===== config.mk =====
export PLATFORM = sky130hd
export DESIGN_NAME = order_fill_engine
export DESIGN_NICKNAME = d
export VERILOG_FILES = /design/src/rtl/order_pkg.sv /design/src/rtl/order_fifo.sv /design/src/rtl/order_fill_engine.sv
export SDC_FILE = /design/constraint.sdc
export NUM_CORES = 1
export LEC_CHECK = 0
export CAP_MARGIN = 20
export CORE_MARGIN = 2
export CORE_UTILIZATION = 39
export DETAILED_ROUTE_END_ITERATION = 6
export PLACE_DENSITY_LB_ADDON = 0.1
export SLEW_MARGIN = 20
export SYNTH_ARGS = -nofsm -noshare
export SYNTH_HDL_FRONTEND = slang
export SYNTH_HIERARCHICAL = 1
export SYNTH_SLANG_ARGS = --single-unit

===== constraint.sdc =====
create_clock -name clk -period 4.1 [get_ports clk]
set_input_delay 0.82 -clock clk [delete_from_list [all_inputs] [get_ports clk]]
set_output_delay 0.82 -clock clk [all_outputs]
set_load 0.01 [all_outputs]

===== src/rtl/order_pkg.sv =====
// -----------------------------------------------------------------------------
// order_pkg
// Shared types for the order fill engine: order side, the queued order record
// (side plus the market price sampled on arrival) and the fill FSM states.
// -----------------------------------------------------------------------------
package order_pkg;

   // Width of the price field carried in every queued order
   localparam int ORD_PRICE_W = 16;

   typedef enum logic {
      SIDE_BUY  = 1'b0,
      SIDE_SELL = 1'b1
   } side_t;

   typedef struct packed {
      side_t                  side;
      logic [ORD_PRICE_W-1:0] price;
   } order_t;

   typedef enum logic [1:0] {
      IDLE    = 2'd0,
      WAIT    = 2'd1,
      PRESENT = 2'd2
   } fill_state_t;

   // Map the sell request line onto an order side
   function automatic side_t side_of(input logic sell);
      return sell ? SIDE_SELL : SIDE_BUY;
   endfunction

endpackage


===== src/rtl/order_fifo.sv =====
// -----------------------------------------------------------------------------
// order_fifo
// Synchronous FIFO of order records. Pointers carry one extra wrap bit so that
// full and empty are told apart when the index bits match.
// Ports:
//   clk, reset_n : clock, asynchronous active-low reset
//   push, din    : write request and data (ignored while full)
//   pop, dout    : read request (ignored while empty) and head entry
//   full, empty  : status, both derived from the registered pointers
// -----------------------------------------------------------------------------
module order_fifo
   import order_pkg::*;
#(
   parameter int  DEPTH = 8,
   parameter type T     = order_t
) (
   input  logic clk,
   input  logic reset_n,
   input  logic push,
   input  logic pop,
   input  T     din,
   output T     dout,
   output logic full,
   output logic empty
);

   localparam int AW = $clog2(DEPTH);

   logic [AW:0] wr_ptr_r;
   logic [AW:0] rd_ptr_r;
   T            mem_r [DEPTH];

   assign empty = (wr_ptr_r == rd_ptr_r);
   assign full  = (wr_ptr_r[AW] != rd_ptr_r[AW]) &&
                  (wr_ptr_r[AW-1:0] == rd_ptr_r[AW-1:0]);
   assign dout  = mem_r[rd_ptr_r[AW-1:0]];

   // Read/write pointer advance
   always_ff @(posedge clk or negedge reset_n) begin
      if (!reset_n) begin
         wr_ptr_r <= {(AW+1){1'b0}};
         rd_ptr_r <= {(AW+1){1'b0}};
      end else begin
         if (push && !full) begin
            wr_ptr_r <= wr_ptr_r + (AW+1)'(1);
         end
         if (pop && !empty) begin
            rd_ptr_r <= rd_ptr_r + (AW+1)'(1);
         end
      end
   end

   // Entry storage; contents are only meaningful between the pointers
   always_ff @(posedge clk) begin
      if (push && !full) begin
         mem_r[wr_ptr_r[AW-1:0]] <= din;
      end
   end

endmodule


===== src/rtl/order_fill_engine.sv =====
// -----------------------------------------------------------------------------
// order_fill_engine
// Exchange-side model: queues buy/sell pulses with the price seen on arrival,
// presents each as a fill LATENCY cycles after it leaves the queue, and keeps
// a saturating signed net position.
// Optional feature macro: ORDER_POS_LIMIT_EN - discard orders at pop time
// whose fill would take |position| beyond MAX_POS (order_reject pulses).
// Ports:
//   clk, reset_n             : clock, asynchronous active-low reset
//   buy_order, sell_order    : order request pulses
//   mkt_price                : price captured with each accepted order
//   fill_valid/ready         : fill handshake; fill_side/fill_price held while valid
//   position                 : signed net position (buys minus sells)
//   order_drop/conflict/reject : one-cycle event flags
//   busy                     : queue non-empty or a fill in progress
// -----------------------------------------------------------------------------
module order_fill_engine
   import order_pkg::*;
#(
   parameter int PRICE_W = ORD_PRICE_W,
   parameter int POS_W   = 12,
   parameter int DEPTH   = 8,
   parameter int LATENCY = 4,
   parameter int MAX_POS = 100
) (
   input  logic               clk,
   input  logic               reset_n,
   input  logic               buy_order,
   input  logic               sell_order,
   input  logic [PRICE_W-1:0] mkt_price,
   output logic               fill_valid,
   output logic               fill_side,
   output logic [PRICE_W-1:0] fill_price,
   input  logic               fill_ready,
   output logic [POS_W-1:0]   position,
   output logic               order_drop,
   output logic               order_conflict,
   output logic               order_reject,
   output logic               busy
);

   localparam int CNT_W = (LATENCY > 1) ? $clog2(LATENCY) : 1;
   localparam logic signed [POS_W-1:0] POS_MAX = {1'b0, {(POS_W-1){1'b1}}};
   localparam logic signed [POS_W-1:0] POS_MIN = {1'b1, {(POS_W-1){1'b0}}};
`ifdef ORDER_POS_LIMIT_EN
   localparam bit LIMIT_EN = 1'b1;
`else
   localparam bit LIMIT_EN = 1'b0;
`endif

   // Step the position by one in the direction of the side, clamping at the rails
   function automatic logic signed [POS_W-1:0] pos_step(input logic signed [POS_W-1:0] pos,
                                                        input side_t side);
      logic signed [POS_W-1:0] res;
      if (side == SIDE_BUY) begin
         res = (pos == POS_MAX) ? pos : pos + POS_W'(1);
      end else begin
         res = (pos == POS_MIN) ? pos : pos - POS_W'(1);
      end
      return res;
   endfunction

   fill_state_t             state_r, state_nxt_s;
   logic [CNT_W-1:0]        cnt_r, cnt_nxt_s;
   logic                    fill_valid_r, fill_side_r;
   logic [PRICE_W-1:0]      fill_price_r;
   logic signed [POS_W-1:0] position_r;
   logic                    drop_r, conflict_r, reject_r;

   logic   push_s, pop_s, load_s, accept_s, limit_hit_s;
   logic   drop_s, conflict_s;
   logic   fifo_full_s, fifo_empty_s;
   order_t fifo_din_s, fifo_dout_s;

   order_fifo #(
      .DEPTH (DEPTH),
      .T     (order_t)
   ) u_fifo (
      .clk     (clk),
      .reset_n (reset_n),
      .push    (push_s),
      .pop     (pop_s),
      .din     (fifo_din_s),
      .dout    (fifo_dout_s),
      .full    (fifo_full_s),
      .empty   (fifo_empty_s)
   );

   // Ingress: a single-sided request is queued unless the queue is already full
   always_comb begin
      conflict_s = buy_order & sell_order;
      drop_s     = (buy_order ^ sell_order) & fifo_full_s;
      push_s     = (buy_order ^ sell_order) & ~fifo_full_s;
      fifo_din_s = '{side: side_of(sell_order), price: mkt_price};
   end

   // Position-limit test on the queue head, against the position right now
   always_comb begin
      limit_hit_s = 1'b0;
      if (LIMIT_EN) begin
         if (fifo_dout_s.side == SIDE_BUY) begin
            limit_hit_s = (int'(position_r) >= MAX_POS);
         end else begin
            limit_hit_s = (int'(position_r) <= -MAX_POS);
         end
      end else begin
         limit_hit_s = 1'b0;
      end
   end

   // Fill FSM next state: pop, count down the latency, then hold until accepted
   always_comb begin
      state_nxt_s = state_r;
      cnt_nxt_s   = cnt_r;
      pop_s       = 1'b0;
      load_s      = 1'b0;
      accept_s    = 1'b0;
      case (state_r)
         IDLE: begin
            if (!fifo_empty_s) begin
               pop_s = 1'b1;
               if (!limit_hit_s) begin
                  load_s      = 1'b1;
                  cnt_nxt_s   = CNT_W'(LATENCY - 1);
                  state_nxt_s = WAIT;
               end else begin
                  state_nxt_s = IDLE;
               end
            end else begin
               state_nxt_s = IDLE;
            end
         end
         WAIT: begin
            if (cnt_r == {CNT_W{1'b0}}) begin
               state_nxt_s = PRESENT;
            end else begin
               cnt_nxt_s = cnt_r - CNT_W'(1);
            end
         end
         PRESENT: begin
            if (fill_ready) begin
               accept_s    = 1'b1;
               state_nxt_s = IDLE;
            end else begin
               state_nxt_s = PRESENT;
            end
         end
         default: begin
            state_nxt_s = IDLE;
         end
      endcase
   end

   // FSM state, latency counter and the presented fill register
   always_ff @(posedge clk or negedge reset_n) begin
      if (!reset_n) begin
         state_r      <= IDLE;
         cnt_r        <= {CNT_W{1'b0}};
         fill_valid_r <= 1'b0;
         fill_side_r  <= 1'b0;
         fill_price_r <= {PRICE_W{1'b0}};
      end else begin
         state_r      <= state_nxt_s;
         cnt_r        <= cnt_nxt_s;
         fill_valid_r <= (state_nxt_s == PRESENT);
         if (load_s) begin
            fill_side_r  <= fifo_dout_s.side;
            fill_price_r <= fifo_dout_s.price;
         end
      end
   end

   // Net position, moved only when a fill is handed over
   always_ff @(posedge clk or negedge reset_n) begin
      if (!reset_n) begin
         position_r <= {POS_W{1'b0}};
      end else if (accept_s) begin
         position_r <= pos_step(position_r, side_t'(fill_side_r));
      end
   end

   // One-cycle event flags, reported the cycle after the event
   always_ff @(posedge clk or negedge reset_n) begin
      if (!reset_n) begin
         drop_r     <= 1'b0;
         conflict_r <= 1'b0;
         reject_r   <= 1'b0;
      end else begin
         drop_r     <= drop_s;
         conflict_r <= conflict_s;
         reject_r   <= pop_s & limit_hit_s;
      end
   end

   assign fill_valid     = fill_valid_r;
   assign fill_side      = fill_side_r;
   assign fill_price     = fill_price_r;
   assign position       = position_r;
   assign order_drop     = drop_r;
   assign order_conflict = conflict_r;
   assign order_reject   = reject_r;
   assign busy           = ~fifo_empty_s | (state_r != IDLE);

endmodule


; ---- Yosys cells after proc, flatten, opt, wreduce, memory -nomap -nowiden
; Memories as Yosys holds them, arrays and structs flattened. A register that Yosys moved wholly into a read port is not among the register bits.
; Index checks and enable logic that the tools add are counted.
[word_totals]
reg_bits = 27
ram_bits = 136
input_bits = 21
word_cells = 62
memories = 1
[mem_list]
columns = memory, depth, word_bits, rd, rd_ports_with_merged_regs, write_ports, line_no
row1 = u_fifo.mem_r, 8, 17, 1, 1, 1, order_fifo.sv:31  ; T mem_r [DEPTH];
[classes]
addsub = 5
n_eq_ne = 12
muxes = 17
bitwise_logic = 7
n_reduce_logical = 12
[op_table]
columns = cell, count
row1 = 12-bit two-way mux, 3
row2 = "12-bit equality test, second input constant", 2
row3 = "12-bit by 2-bit adder with 12-bit output, second input constant", 1
row4 = "12-bit by 2-bit subtractor with 12-bit output, second input constant", 1
row5 = "4-bit by 1-bit adder with 4-bit output, second input constant", 2
row6 = 1-bit two-way mux, 8
row7 = 2-bit two-way mux, 4
row8 = "2-bit inequality test, second input constant", 4
row9 = 2-bit case mux with 3 select lines, 1
row10 = 3-bit AND reduction, 2
row11 = "2-bit equality test, second input constant", 2
row12 = 4-bit equality test, 1
row13 = 2-bit logical NOT, 2
row14 = 2-bit case mux with 2 select lines, 1
row15 = 2-bit nonzero test, 2
row16 = 1-bit AND, 3
row17 = 3-bit equality test, 1
row18 = 1-bit logical AND, 3
row19 = 1-bit logical NOT, 3
row20 = "2-bit by 1-bit equality test with 1-bit output, second input constant", 1
row21 = 1-bit inverter, 2
row22 = "2-bit by 1-bit subtractor with 2-bit output, second input constant", 1
row23 = 1-bit inequality test, 1
row24 = 1-bit OR, 1
row25 = 1-bit XOR, 1

; ---- Depth between registers and ports, before layout
[logic_depth]
ltp_word = 7
mapped_depth = 8
depth_no_buf = 8

; ---- Cells and area by module
; The synthesis kept the hierarchy.
[by_module_without_submodules]
columns = module, instances, cells_each, area_each_um2, seq_area_each_um2
row1 = order_fifo, 1, 253, 5693.0, 4284.1
row2 = order_fill_engine, 1, 168, 1961.9, 900.9

; ---- Worst setup path after synthesis
; No wires, ideal clock.
[synth_timing]
path_kind = input port to flip-flop
from = in buy_order
to = mem u_fifo/mem_r[6][0] (netlist bit) (enable)
setup_time_ns = 0.441
arrival_time_ns = 3.386
t_required_ns = 3.659
slack_ns = 0.273
path_stages = 4
cell_sequence = ha_1 -> nor2b_1 -> nand2_1 -> nor4b_1
[synth_via]
elab_chain_len = 5
[synth_rtl]
columns = element, line_no
row1 = "start, declared", order_fill_engine.sv:28  ; input logic buy_order,
row2 = 1-bit XOR, order_fill_engine.sv:93  ; push_s = (buy_order ^ sell_order) & ~fifo_full_s;
row3 = 1-bit AND, order_fill_engine.sv:93
row4 = via push_s, order_fill_engine.sv:70  ; logic push_s, pop_s, load_s, accept_s, limit_hit_s;
row5 = 1-bit logical AND, order_fifo.sv:55  ; if (push && !full) begin
row6 = 1-bit two-way mux, order_fifo.sv:55
row7 = 1-bit two-way mux (implied by the code), order_fifo.sv:56  ; mem_r[wr_ptr_r[AW-1:0]] <= din;
row8 = "end, declared", order_fifo.sv:31
; The timed path passes the listed nets, and every way through them passes these cells.

; ---- Worst setup path after layout
[layout_timing]
from = reg u_fifo.wr_ptr_r[1]
to = out busy
[layout_via]
elab_chain_len = 3
[layout_rtl]
columns = element, line_no
row1 = "start, declared", order_fifo.sv:29  ; logic [AW:0] wr_ptr_r;
row2 = "start signal, assigned", order_fifo.sv:41  ; wr_ptr_r <= {(AW+1){1'b0}};
row3 = "start signal, assigned", order_fifo.sv:45  ; wr_ptr_r <= wr_ptr_r + (AW+1)'(1);
row4 = 4-bit equality test, order_fifo.sv:33  ; assign empty = (wr_ptr_r == rd_ptr_r);
row5 = via fifo_empty_s, order_fill_engine.sv:72  ; logic fifo_full_s, fifo_empty_s;
row6 = 1-bit inverter, order_fill_engine.sv:202  ; assign busy = ~fifo_empty_s | (state_r != IDLE);
row7 = 1-bit OR, order_fill_engine.sv:202
row8 = "end, declared", order_fill_engine.sv:39  ; output logic busy
; The timed path passes the listed nets, and every way through them passes these cells.

==> metrics.txt <==
unrepaired setup endpoints after global routing false; commonest cells after routing, fill and taps aside edfxtp_1, clkdlybuf4s50_1, dfrtp_1; diode count 0; CTS resizes 0; cell chain of the critical path xor2_1 > nor4_1 > nand2_1 > clkdlybuf4s50_1; final instance area 9100 um2; clk root buf clkbuf_16; Setup CP Type flip-flop to primary output; CTS clk-pin slew, worst paths 0.07 ns; HP Class primary input to asynchronous set/reset pin; worst slew pin tran 0.7881 ns; Critical Path End Type primary output; crit path max fanout 12; setup TNS 0 ns; Int Pwr 4.593 mW; Multi-input gate area 2362 um2; first-pass GRT wire length 22.75 mm; Yosys Warn Count 6; dpl cell area 8537 um2; worst reg2reg path depth 7; layout filler cell count 1659; mapped cell area 7655 um2; Num Clock Sinks 180; CP max stage cell nor4_1; storage element area 5186 um2; Net count, final 525; Max VDD drop 0.0003436 V; Mapped Cells 421; power per cell area 759.6 nW/um2; CTS tree built; Clock Skew 0.01154 ns; antenna-violating nets left 0; Synth Register Bits 180; top_reg_cell synth edfxtp_1; register area share after synthesis 67.73%; core region area 19330 um2; total CTS buffers 17; die width 144.1 um; CP max stage delay 0.75 ns; Clock Power Share 22.2%; Crit path max-delay family simple AND/OR/NAND/NOR gates; Vias 3894; status finished, final reports clean; Max clock buf depth 2; H-tree levels 4; f_max 283.9 MHz; synthesis-to-layout area growth 18.88%; port buffer count 53; Starting DRT DRC Count 252; largest net degree at the start of global routing 39; Req. time, crit path 3.28 ns; vias in the first global route 4008; # hold bufs at CTS 0; initial core utilization 39.59%; Switching Share 33.56%; postcts setup bufs 0; Clk Latency, worst-skew pair 0.43 ns; Final setup viols 0; Worst slew margin 46.97%; EDFF count, synth 136; antenna violations before repair 0; gpl congestion 0.7377; Leakage 3.174 nW; minimum clock period 3.522 ns; WL/cell 18.90 um; maxcap violations 0; syn avg cell area 18.18 um2; Seq pwr share 39.3%; DRC violations left 0; Buf+Inv Stages, Crit Path 1; Die Y 144.1 um; Max Slew Vio Count 0; Synthesized Nets 457; commonest non-fill, non-tap cell in the layout edfxtp_1; CP arrival 2.70 ns; layout cells sized above 1 27.29%; Die ar. 20760 um2; grt ovf 0; startpoint types flip-flop; Ports 55; NetSw 2.320 mW; Tcrit/Tclk final 85.91%; hpwl dp 8.993 mm; Logic pwr share 38.5%; Tot GR Track Use 15.02%; vias per inst 5.077; floorplan row count 51; ys async rst share 24.44%; Crit path depth 4; wirelength, routed 14.50 mm; Cell variety after synth 56; Fin. Hold Viols 0; drt first pass iters 4
synthesized netlist by cell type, types with 2 or more instances:
master | n | area share [%]
mux4_2 | 34 | 10
o31ai_1 | 2 | 0.20
buf_1 | 2 | 0.098
nor4b_1 | 4 | 0.46
nor2_1 | 8 | 0.39
mux2_2 | 35 | 5.1
nand2b_1 | 2 | 0.16
a31oi_1 | 2 | 0.16
a211oi_1 | 4 | 0.39
a21o_1 | 5 | 0.49
o21ai_0 | 5 | 0.33
mux2i_1 | 2 | 0.26
dfrtp_1 | 44 | 14
nand4_1 | 5 | 0.41
nand2_1 | 20 | 0.98
edfxtp_1 | 136 | 53
a41oi_1 | 2 | 0.23
a311oi_1 | 2 | 0.23
o2111ai_1 | 2 | 0.23
xor2_1 | 9 | 1.0
o41ai_2 | 2 | 0.42
buf_2 | 7 | 0.46
nor3_1 | 3 | 0.20
buf_4 | 3 | 0.29
inv_1 | 6 | 0.29
a21oi_1 | 4 | 0.26
nor4_1 | 6 | 0.49
ha_1 | 14 | 2.3
nor2b_1 | 4 | 0.33
buf_6 | 5 | 0.74
o22ai_1 | 2 | 0.16
mux2_4 | 4 | 0.78
xnor2_1 | 13 | 1.5
registers in the layout, indices dropped and copies added (netlist names):
name / count
fill_valid: 1
order_drop: 1
order_conflict: 1
state_r: 2
u_fifo/wr_ptr_r: 4
u_fifo/rd_ptr_r: 4
fill_price: 16
cnt_r: 2
fill_side: 1
u_fifo/mem_r: 136
position: 12
cells by family after synthesis:
family                   count (synthesis)  synth area share [%]
AND/OR/NAND/NOR                         60                 4.626
adder cells (fa/ha/maj)                 15                 2.550
multiplexers                            76                 16.35
other                                    1               0.04899
AO/OA/AOI/OAI                           42                 4.201
XOR/XNOR                                22                 2.517
flip-flops                             180                 67.73
buffers and inverters                   25                 1.978
power by group through the flow:
stage | sequential [mW] | combinational, mW | clock, mW
2_1_floorplan | 2.72 | 1.89 | 0
3_5_place_dp | 2.76 | 2.70 | 0
5_1_grt | 2.77 | 2.92 | 1.65
3_3_place_gp | 2.74 | 2.67 | 0
6_report | 2.72 | 2.66 | 1.54
4_1_cts | 2.72 | 2.72 | 1.57
final timing paths:
path / end / slack, ns / start
setup / recovery: busy / 0.58 / u_fifo/wr_ptr_r[1]
hold / removal: fill_price[14] / 0.38 / reset_n
setup reg to reg: u_fifo/mem_r[6][0] / 1.21 / u_fifo/wr_ptr_r[1]
hold reg to reg: fill_price[0] / 0.51 / fill_price[0]
max in group asynchronous: fill_price[3] / 2.96 / reset_n
min in group clk: fill_price[0] / 0.51 / fill_price[0]
final cells by class:
| class | instances | area share (%) |
|---|---|---|
| clock buffers | 19 | 4.867 |
| clock inverters | 13 | 1.320 |
| inverters | 7 | 0.2887 |
| multi-input cells | 216 | 25.96 |
| flip-flops and latches | 180 | 56.99 |
| well taps | 265 | 3.644 |
| repair buffers | 67 | 6.930 |
through the flow:
stage	hold slack, ns	utilization [%]	cells	power, mW	worst slack, ns
floorplan	0.5075	-	421	4.610	0.2732
finish	0.3781	47.07	767	6.913	0.5775
global route	0.4008	47.07	767	7.349	0.3536
detailed placement	0.4954	44.15	735	5.462	0.8429
global placement	0.4900	44.15	735	5.411	0.8803
CTS	0.3957	47.07	767	7.015	0.5945
layer usage:
| layer | vias up | GRT usage (%) | routed length [um] |
|---|---|---|---|
| met3 | 14 | 3.046 | 429 |
| li1 | 1819 | - | - |
| met2 | 67 | 25.69 | 7524 |
| met5 | - | 0 | 0 |
| met4 | 0 | 5.470 | 189 |
| met1 | 1994 | 19.02 | 6353 |
worst reg2reg max path, stage by stage, from the launching register on:
cell     delay (ns)
dfrtp_1        0.63
xor2_1         0.44
nor4_2         0.11
buf_4          0.20
nor2b_1        0.40
nand2_1        0.21
nor4b_2        0.26
buf_4          0.32
Power figures use the tool's default switching activity.
